`config.mk`:
```
export PLATFORM = sky130hd
export DESIGN_NAME = if_id_skid_pipe
export DESIGN_NICKNAME = d
export VERILOG_FILES = /design/src/rtl/if_id_skid_pipe_pkg.sv /design/src/rtl/if_id_skid_pipe_skid_entry.sv /design/src/rtl/if_id_skid_pipe.sv
export SDC_FILE = /design/constraint.sdc
export NUM_CORES = 1
export LEC_CHECK = 0
export BUFFER_PORTS_ARGS = -buffer_cell sky130_fd_sc_hd__buf_2
export CAP_MARGIN = 10
export CORE_ASPECT_RATIO = 0.9
export CORE_UTILIZATION = 48
export DETAILED_ROUTE_END_ITERATION = 10
export PLACE_DENSITY = 0.7
export SLEW_MARGIN = 20
export SYNTH_ARGS = -nofsm -noshare
export SYNTH_HDL_FRONTEND = slang
export SYNTH_SLANG_ARGS = --single-unit
```
`constraint.sdc`:
```
create_clock -name clk -period 2.8 [get_ports clk]
set_input_delay 0.42 -clock clk [delete_from_list [all_inputs] [get_ports clk]]
set_output_delay 0.42 -clock clk [all_outputs]
set_load 0.02 [all_outputs]
```
`src/rtl/if_id_skid_pipe_pkg.sv`:
```
// Shared pipeline package: default widths, NOP encoding and the
// handshake state encoding reused by the IF/ID stage and its successors.
package if_id_skid_pipe_pkg;

   localparam int PIPE_INS_W = 32;
   localparam int PIPE_PC_W  = 32;
   localparam int PIPE_CNT_W = 16;

   // Instruction presented downstream whenever no valid entry is held.
   localparam logic [31:0] PIPE_NOP = 32'h0000_0000;

   typedef enum logic [1:0] {
      ST_EMPTY = 2'd0,
      ST_FULL  = 2'd1,
      ST_SKID  = 2'd2
   } pipe_state_e;

endpackage

```
`src/rtl/if_id_skid_pipe_skid_entry.sv`:
```
// One pipeline entry: a valid bit plus instruction/PC payload.
// Clear beats load so a flush always wins over a same-cycle capture.
module if_id_skid_pipe_skid_entry
   import if_id_skid_pipe_pkg::*;
#(
   parameter int               INS_W = PIPE_INS_W,
   parameter int               PC_W  = PIPE_PC_W,
   parameter logic [INS_W-1:0] NOP   = INS_W'(PIPE_NOP)
) (
   input  logic             clk,
   input  logic             rst,
   input  logic             clr,
   input  logic             load,
   input  logic [INS_W-1:0] d_ins,
   input  logic [PC_W-1:0]  d_pc,
   output logic             valid,
   output logic [INS_W-1:0] ins,
   output logic [PC_W-1:0]  pc
);

   // Entry register: emptied entries show NOP / PC 0 so downstream never sees stale data.
   always_ff @(posedge clk) begin
      if (rst || clr) begin
         valid <= 1'b0;
         ins   <= NOP;
         pc    <= '0;
      end else if (load) begin
         valid <= 1'b1;
         ins   <= d_ins;
         pc    <= d_pc;
      end
   end

endmodule

```
`src/rtl/if_id_skid_pipe.sv`:
```
// IF/ID pipeline register with valid/ready handshake, optional two-entry
// skid buffer (registered in_ready), synchronous flush and a saturating
// count of cycles in which decode saw no valid instruction.
module if_id_skid_pipe
   import if_id_skid_pipe_pkg::*;
#(
   parameter int               INS_W   = PIPE_INS_W,
   parameter int               PC_W    = PIPE_PC_W,
   parameter logic [INS_W-1:0] NOP     = INS_W'(PIPE_NOP),
   parameter int               SKID_EN = 1,
   parameter int               CNT_W   = PIPE_CNT_W
) (
   input  logic             clk,
   input  logic             rst,
   input  logic             flush,
   input  logic             in_valid,
   output logic             in_ready,
   input  logic [INS_W-1:0] in_ins,
   input  logic [PC_W-1:0]  in_pc,
   output logic             out_valid,
   input  logic             out_ready,
   output logic [INS_W-1:0] out_ins,
   output logic [PC_W-1:0]  out_pc,
   output logic [CNT_W-1:0] bubble_cnt
);

   pipe_state_e      state_reg, state_next;
   logic             up_xfer, dn_xfer;

   logic             main_valid;
   logic [INS_W-1:0] main_ins;
   logic [PC_W-1:0]  main_pc;
   logic             main_load, main_clr;
   logic [INS_W-1:0] main_d_ins;
   logic [PC_W-1:0]  main_d_pc;

   logic             skid_valid;
   logic [INS_W-1:0] skid_ins;
   logic [PC_W-1:0]  skid_pc;

   logic [CNT_W-1:0] bubble_reg, bubble_next;

   assign up_xfer    = in_valid && in_ready;
   assign dn_xfer    = main_valid && out_ready;

   assign out_valid  = main_valid;
   assign out_ins    = main_ins;
   assign out_pc     = main_pc;
   assign bubble_cnt = bubble_reg;

   // State register; reset overrides flush and any handshake.
   always_ff @(posedge clk) begin
      if (rst)
         state_reg <= ST_EMPTY;
      else
         state_reg <= state_next;
   end

   // Next-state: flush empties the stage, otherwise follow the handshake.
   always_comb begin
      state_next = state_reg;
      if (flush) begin
         state_next = ST_EMPTY;
      end else begin
         case (state_reg)
            ST_EMPTY: if (up_xfer) state_next = ST_FULL;
            ST_FULL: begin
               if (up_xfer && !dn_xfer && (SKID_EN != 0))
                  state_next = ST_SKID;
               else if (dn_xfer && !up_xfer)
                  state_next = ST_EMPTY;
            end
            ST_SKID:  if (dn_xfer) state_next = ST_FULL;
            default:  state_next = ST_EMPTY;
         endcase
      end
   end

   // Main-entry controls: refill from skid when it holds the older entry.
   always_comb begin
      main_load  = 1'b0;
      main_clr   = flush;
      main_d_ins = skid_valid ? skid_ins : in_ins;
      main_d_pc  = skid_valid ? skid_pc  : in_pc;
      case (state_reg)
         ST_EMPTY: main_load = up_xfer;
         ST_FULL: begin
            main_load = up_xfer && dn_xfer;
            if (dn_xfer && !up_xfer)
               main_clr = 1'b1;
         end
         ST_SKID:  main_load = dn_xfer;
         default:  main_clr  = 1'b1;
      endcase
   end

   if_id_skid_pipe_skid_entry #(
      .INS_W (INS_W),
      .PC_W  (PC_W),
      .NOP   (NOP)
   ) u_main (
      .clk   (clk),
      .rst   (rst),
      .clr   (main_clr),
      .load  (main_load),
      .d_ins (main_d_ins),
      .d_pc  (main_d_pc),
      .valid (main_valid),
      .ins   (main_ins),
      .pc    (main_pc)
   );

   generate
      if (SKID_EN != 0) begin : g_skid
         logic skid_load, skid_clr;

         // Skid captures the input only when main is held by a stalled decode.
         always_comb begin
            skid_load = (state_reg == ST_FULL) && up_xfer && !dn_xfer;
            skid_clr  = flush || ((state_reg == ST_SKID) && dn_xfer);
         end

         if_id_skid_pipe_skid_entry #(
            .INS_W (INS_W),
            .PC_W  (PC_W),
            .NOP   (NOP)
         ) u_skid (
            .clk   (clk),
            .rst   (rst),
            .clr   (skid_clr),
            .load  (skid_load),
            .d_ins (in_ins),
            .d_pc  (in_pc),
            .valid (skid_valid),
            .ins   (skid_ins),
            .pc    (skid_pc)
         );

         // Registered ready: decoded from state only, no path from out_ready.
         assign in_ready = (state_reg != ST_SKID);
      end else begin : g_noskid
         assign skid_valid = 1'b0;
         assign skid_ins   = NOP;
         assign skid_pc    = '0;
         // Single entry: accept when empty or when the held entry leaves now.
         assign in_ready   = !main_valid || out_ready;
      end
   endgenerate

   // Bubble counter next value: count empty cycles, stick at all-ones.
   always_comb begin
      bubble_next = bubble_reg;
      if (!main_valid && (bubble_reg != {CNT_W{1'b1}}))
         bubble_next = bubble_reg + CNT_W'(1);
   end

   // Bubble counter register.
   always_ff @(posedge clk) begin
      if (rst)
         bubble_reg <= '0;
      else
         bubble_reg <= bubble_next;
   end

endmodule

```
==> results of run 1 <==
-- where the power goes --
group          leakage, nW  switching [mW]  total, mW  internal [mW]
combinational         1.44           0.320      0.494          0.175
clock                0.321           0.853       2.49           1.64
sequential            1.20          0.0410       2.21           2.16
total                 2.97            1.21       5.19           3.98
-- stage by stage --
step	utilization	hold slack (ns)	area, um^2	std cells	total power [mW]
6_report	0.614	0.245	7850	997	5.19
3_5_place_dp	0.562	0.449	7190	965	2.75
5_1_grt	0.614	0.238	7850	997	5.38
4_1_cts	0.614	0.229	7850	997	5.23
2_1_floorplan	-	0.436	6360	693	2.58
3_3_place_gp	0.562	0.441	7190	965	2.73
-- critical path, cell delays in order, from the launching register on --
cell	delay [ns]
sky130_fd_sc_hd__dfxtp_1	0.43
sky130_fd_sc_hd__nand2b_1	0.36
sky130_fd_sc_hd__and2_1	0.24
sky130_fd_sc_hd__inv_1	0.06
sky130_fd_sc_hd__ha_1	0.19
sky130_fd_sc_hd__o21ai_0	0.28
sky130_fd_sc_hd__nand2_4	0.19
sky130_fd_sc_hd__buf_4	0.35
sky130_fd_sc_hd__a211oi_1	0.25
-- cells in the mapped netlist, types with 3 or more instances --
master                     instances  area [um^2]
sky130_fd_sc_hd__mux2_2            4         45.0
sky130_fd_sc_hd__ha_1              4         50.1
sky130_fd_sc_hd__mux2i_1          68          681
sky130_fd_sc_hd__and2_1            3         18.8
sky130_fd_sc_hd__nand2_1         137          514
sky130_fd_sc_hd__buf_6             6         67.6
sky130_fd_sc_hd__nor2b_1           6         37.5
sky130_fd_sc_hd__nand4_1           3         18.8
sky130_fd_sc_hd__a211oi_2         50          626
sky130_fd_sc_hd__o31ai_1           5         37.5
sky130_fd_sc_hd__buf_2            31          155
sky130_fd_sc_hd__nor2_1           79          297
sky130_fd_sc_hd__nor4_1            4         25.0
sky130_fd_sc_hd__o21ai_0           7         35.0
sky130_fd_sc_hd__nand3_1           5         25.0
sky130_fd_sc_hd__or4_1             3         22.5
sky130_fd_sc_hd__dfxtp_1         148         2960
sky130_fd_sc_hd__a21oi_1          70          350
sky130_fd_sc_hd__inv_1             5         18.8
sky130_fd_sc_hd__a211oi_1         14          105
sky130_fd_sc_hd__or3_1             4         25.0
sky130_fd_sc_hd__buf_4             3         22.5
sky130_fd_sc_hd__clkbuf_1         10         37.5
sky130_fd_sc_hd__nor3_1            3         15.0
-- path summary, 6_finish.rpt --
| path | to | slack (ns) | start |
|---|---|---|---|
| max | u_main.ins[3]$_SDFFE_PP0P_ | 0.35 | state_reg[0]$_SDFFE_PP0P_ |
| min | g_skid.u_skid.pc[0]$_SDFFE_PP0P_ | 0.24 | in_pc[0] |
| max reg2reg | u_main.ins[3]$_SDFFE_PP0P_ | 0.35 | state_reg[0]$_SDFFE_PP0P_ |
| min reg2reg | g_skid.u_skid.pc[16]$_SDFFE_PP0P_ | 0.45 | g_skid.u_skid.pc[16]$_SDFFE_PP0P_ |
-- layer usage --
| metal | vias to the layer above | part of all wire |
|---|---|---|
| met4 | 0 | 0.014 |
| met2 | 144 | 0.49 |
| met3 | 19 | 0.055 |
| li1 | 2666 | - |
| met5 | - | 0 |
| met1 | 2586 | 0.44 |
-- layout make-up --
class / instances / area (um^2)
Fill cell: 1109 / 4940
Multi-Input combinational cell: 487 / 3120
Sequential cell: 148 / 2970
Timing Repair Buffer: 160 / 876
Clock buffer: 24 / 513
Tap cell: 164 / 205
Clock inverter: 8 / 143
Inverter: 6 / 22.5
-- cell families after synthesis --
kind of cell | share of synthesized area
and+or+nand+nor | 0.168
AOI/OAI and AO/OA | 0.194
DFF | 0.466
muxes | 0.114
buffers and inverters | 0.0492
adders and majority gates | 0.00787
xor gates and xnor gates | 0.00138
==> flow_summary.json, run 1 <==
{
  "status": "complete, no violations",
  "reg2reg_depth": 8,
  "layout_commonest_cell": "sky130_fd_sc_hd__buf_2",
  "drt_iter0_drc": 329,
  "core_footprint_um2": 12800,
  "yosys_register_bits": 148,
  "yosysUniqueCellTypes": 41,
  "peakVddDrop_mv": 0.430,
  "place_congestion": 0.778,
  "viasPerCell": 5.43,
  "synth_warnings": 0,
  "post-route-drc-count": 0,
  "timing.critical_path.required_ns": 3.12,
  "p_leak_nw": 2.97,
  "ffs_w_async_s_r_synth": 0,
  "dpl_worst_slack_ns": 0.357,
  "cts_inserted_buffers": 17,
  "cts_sinks": 148,
  "classification_of_the_worst_setup_path": "register to register",
  "worstSetupEndpointType": "register",
  "clk_path_buf_depth": 2,
  "final_antenna_net_count": 0,
  "finalSetupTns_ns": 0,
  "top_usage_layer_grt": "met2",
  "timing_max_transition_violations_final": 0,
  "timing.hold.worst_path_depth": 3,
  "yosysSeqAreaShare": 0.466,
  "final_layout_size_suffix_gt1_frac": 0.304,
  "grt_start_max_net_pins": 87,
  "clkSlewWorstSetupHoldPaths_ns": 0.06,
  "worst_hold_path_type": "input port to register",
  "nNetsFinal": 893,
  "die_h_um": 111,
  "layout_setup_ws_ns": 0.351,
  "met1_usage": 0.285,
  "clock_tree.htree_level_count": 4,
  "ios": 151,
  "route.detailed.wl_per_inst_um": 15.1,
  "cp_max_fanout": 33,
  "grt_util_met3": 0.0612,
  "fp.dieW_um": 123,
  "synthesis.nets": 766,
  "grt_first_pass_wirelength_um": 24700,
  "first_global_vias": 5106,
  "num_antenna_cells": 0,
  "core.rowCount": 39,
  "post_synth.cell_area_avg_um2": 9.18,
  "most_frequent_cells_in_the_layout": "sky130_fd_sc_hd__buf_2, sky130_fd_sc_hd__dfxtp_1, sky130_fd_sc_hd__nand2_1",
  "relSlewSlack": 0.476,
  "gr-usage-met2": 0.376,
  "buffer_ports.inserted": 150,
  "post_cts_hold_buffer_count": 0,
  "grt_remaining_overflow": 0,
  "antenna_found_initial": 0,
  "grt_use_total": 0.229,
  "start_util": 0.498,
  "rsz0062_at_grt": "no",
  "vias": 5415,
  "power.density_nw_per_um2": 661,
  "post_cts_resized": 0,
  "cts_post_setup_buffers_inserted": 0,
  "cp-start-kind": "register",
  "synth_cells": 693,
  "dominantRegCellSynth": "sky130_fd_sc_hd__dfxtp_1",
  "floorplan.die_area_um2": 13700,
  "period_needed_ns": 2.45,
  "cts_tree": "built",
  "insertion_delay_ns": 0.42,
  "routed_wl_um": 15100,
  "maxCapViolCount": 0,
  "dpl.hpwl_um": 9920,
  "detailedRoute.firstPassIterationCount": 5,
  "report.final.hold_viol_count": 0,
  "tightestPinTransition_ns": 0.786,
  "synth-edff-count": 0,
  "timing.critical_path.arrival_ns": 2.77,
  "clock_tree.root_cell": "sky130_fd_sc_hd__clkbuf_16",
  "flow.area_growth_from_synthesis_pct": 23.3,
  "setup_viol": 0,
  "max_clock_freq_ghz": 0.408,
  "mappedNetlistArea_um2": 6360,
  "final.setup_skew_ns": 0.00582,
  "min_period_over_period": 0.875
}
Note: power is estimated with default switching activity, not from simulation.
==> inputs of run 2 (changes only) <==
- CORE_UTILIZATION: 48 -> 45
- PLACE_DENSITY: 0.7 -> 0.66
- SETUP_SLACK_MARGIN: unset -> 0.1
- SLEW_MARGIN: 20 -> unset
==> flow_summary.json, run 2 (synthesis results as in run 1) <==
{
  "antenna_found_initial": 1,
  "cts_sinks": 148,
  "min-delay-start": "in_ins[7]",
  "clock_tree.root_cell": "sky130_fd_sc_hd__clkbuf_16",
  "clk_path_buf_depth": 2,
  "first_global_vias": 5098,
  "vias": 5355,
  "multiInputGateArea_um2": 3120,
  "ios": 151,
  "period_needed_ns": 2.29,
  "nNetsFinal": 892,
  "die_h_um": 115,
  "final_layout_size_suffix_gt1_frac": 0.296,
  "finalSetupTns_ns": 0,
  "timing.critical_path.arrival_ns": 2.58,
  "insertion_delay_ns": 0.42,
  "rsz0062_at_grt": "no",
  "route.detailed.wl_per_inst_um": 14.7,
  "drt_iter0_drc": 268,
  "core.rowCount": 40,
  "p_leak_nw": 2.91,
  "fillers": 1199,
  "post_cts_resized": 0,
  "final.setup_skew_ns": 0.00878,
  "worstSetupEndpointType": "register",
  "relSlewSlack": 0.532,
  "core_footprint_um2": 13600,
  "maxCapViolCount": 0,
  "placed_area_um2": 7210,
  "grt_start_max_net_pins": 69,
  "post_cts_hold_buffer_count": 0,
  "setup_viol": 0,
  "clkSlewWorstSetupHoldPaths_ns": 0.06,
  "grt_first_pass_wirelength_um": 24400,
  "register_area_um2": 2970,
  "peakVddDrop_mv": 0.430,
  "viasPerCell": 5.26,
  "cp-start-kind": "register",
  "status": "complete, no violations",
  "final_area_um2": 7780,
  "floorplan.die_area_um2": 14600,
  "timing.critical_path.required_ns": 3.08,
  "worst_r2r_startpoint": "state_reg[1]$_SDFFE_PP0P_",
  "routed_wl_um": 15000,
  "detailedRoute.firstPassIterationCount": 4,
  "timing_max_transition_violations_final": 0,
  "min_period_over_period": 0.819,
  "cts_inserted_buffers": 17,
  "dpl.hpwl_um": 9850,
  "num_antenna_cells": 0,
  "place_congestion": 0.753,
  "cts_post_setup_buffers_inserted": 0,
  "grt_remaining_overflow": 0,
  "fp.dieW_um": 127,
  "tightestPinTransition_ns": 0.703,
  "post-route-drc-count": 0,
  "clock_tree.htree_level_count": 4,
  "final_antenna_net_count": 0,
  "critical_path.startpoint": "state_reg[1]$_SDFFE_PP0P_",
  "most_frequent_cells_in_the_layout": "sky130_fd_sc_hd__buf_2, sky130_fd_sc_hd__dfxtp_1, sky130_fd_sc_hd__nand2_1",
  "buffer_ports.inserted": 150,
  "max_clock_freq_ghz": 0.436,
  "report.final.hold_viol_count": 0,
  "layout_commonest_cell": "sky130_fd_sc_hd__buf_2",
  "grt_use_total": 0.213,
  "cts_tree": "built",
  "start_util": 0.469,
  "flow.area_growth_from_synthesis_pct": 22.2,
  "cp_max_fanout": 68,
  "classification_of_the_worst_setup_path": "register to register",
  "power.density_nw_per_um2": 633,
  "worst_hold_path_type": "input port to register"
}
[run 2: area by class of cell]
class	instances	share of cell area
tap	189	0.0304
multi-input combinational	487	0.401
inverter	6	0.00290
clock inverter	5	0.0130
timing repair buffer	159	0.112
clock buffer	24	0.0594
sequential	148	0.381
[run 2: through the flow]
| stage | utilization | instances | setup WS (ns) | hold WS (ns) | power [mW] |
|---|---|---|---|---|---|
| 2_1_floorplan | - | 693 | 0.666 | 0.436 | 2.58 |
| 3_3_place_gp | 0.532 | 989 | 0.654 | 0.441 | 2.73 |
| 3_5_place_dp | 0.532 | 989 | 0.557 | 0.448 | 2.75 |
| 4_1_cts | 0.573 | 1018 | 0.532 | 0.233 | 4.97 |
| 5_1_grt | 0.573 | 1018 | 0.352 | 0.243 | 5.11 |
| 6_report | 0.573 | 1018 | 0.506 | 0.251 | 4.92 |
[run 2: worst paths after layout]
kind,to,slack (ns),cells past startpoint
worst max-delay path,u_main.ins[20]$_SDFFE_PP0P_,0.51,8
worst min-delay path,g_skid.u_skid.ins[7]$_SDFFE_PP0P_,0.25,3
worst max register to register,u_main.ins[20]$_SDFFE_PP0P_,0.51,8
worst min register to register,g_skid.u_skid.ins[18]$_SDFFE_PP0P_,0.45,2
[run 2: report_power, final]
group | switching (mW) | total, mW | internal [mW]
clock network | 0.813 | 2.22 | 1.41
logic | 0.317 | 0.492 | 0.175
registers | 0.0408 | 2.21 | 2.17
[run 2: routing by layer]
layer	up-vias	GRT usage	share of wire	wire length [um]
li1	2660	-	-	-
met1	2540	0.261	0.45	6760
met2	132	0.354	0.48	7150
met3	21	0.0628	0.056	838
met4	2	0.0825	0.016	241
met5	-	0	0.00067	10
[run 2: critical path, cell delays in order, from the launching register on]
cell                       delay, ns
sky130_fd_sc_hd__dfxtp_1        0.49
sky130_fd_sc_hd__nand2b_1       0.27
sky130_fd_sc_hd__and2_1         0.28
sky130_fd_sc_hd__ha_1           0.20
sky130_fd_sc_hd__mux2i_1        0.26
sky130_fd_sc_hd__o22ai_4        0.15
sky130_fd_sc_hd__buf_12         0.22
sky130_fd_sc_hd__nor2_1         0.17
sky130_fd_sc_hd__a211oi_2       0.06
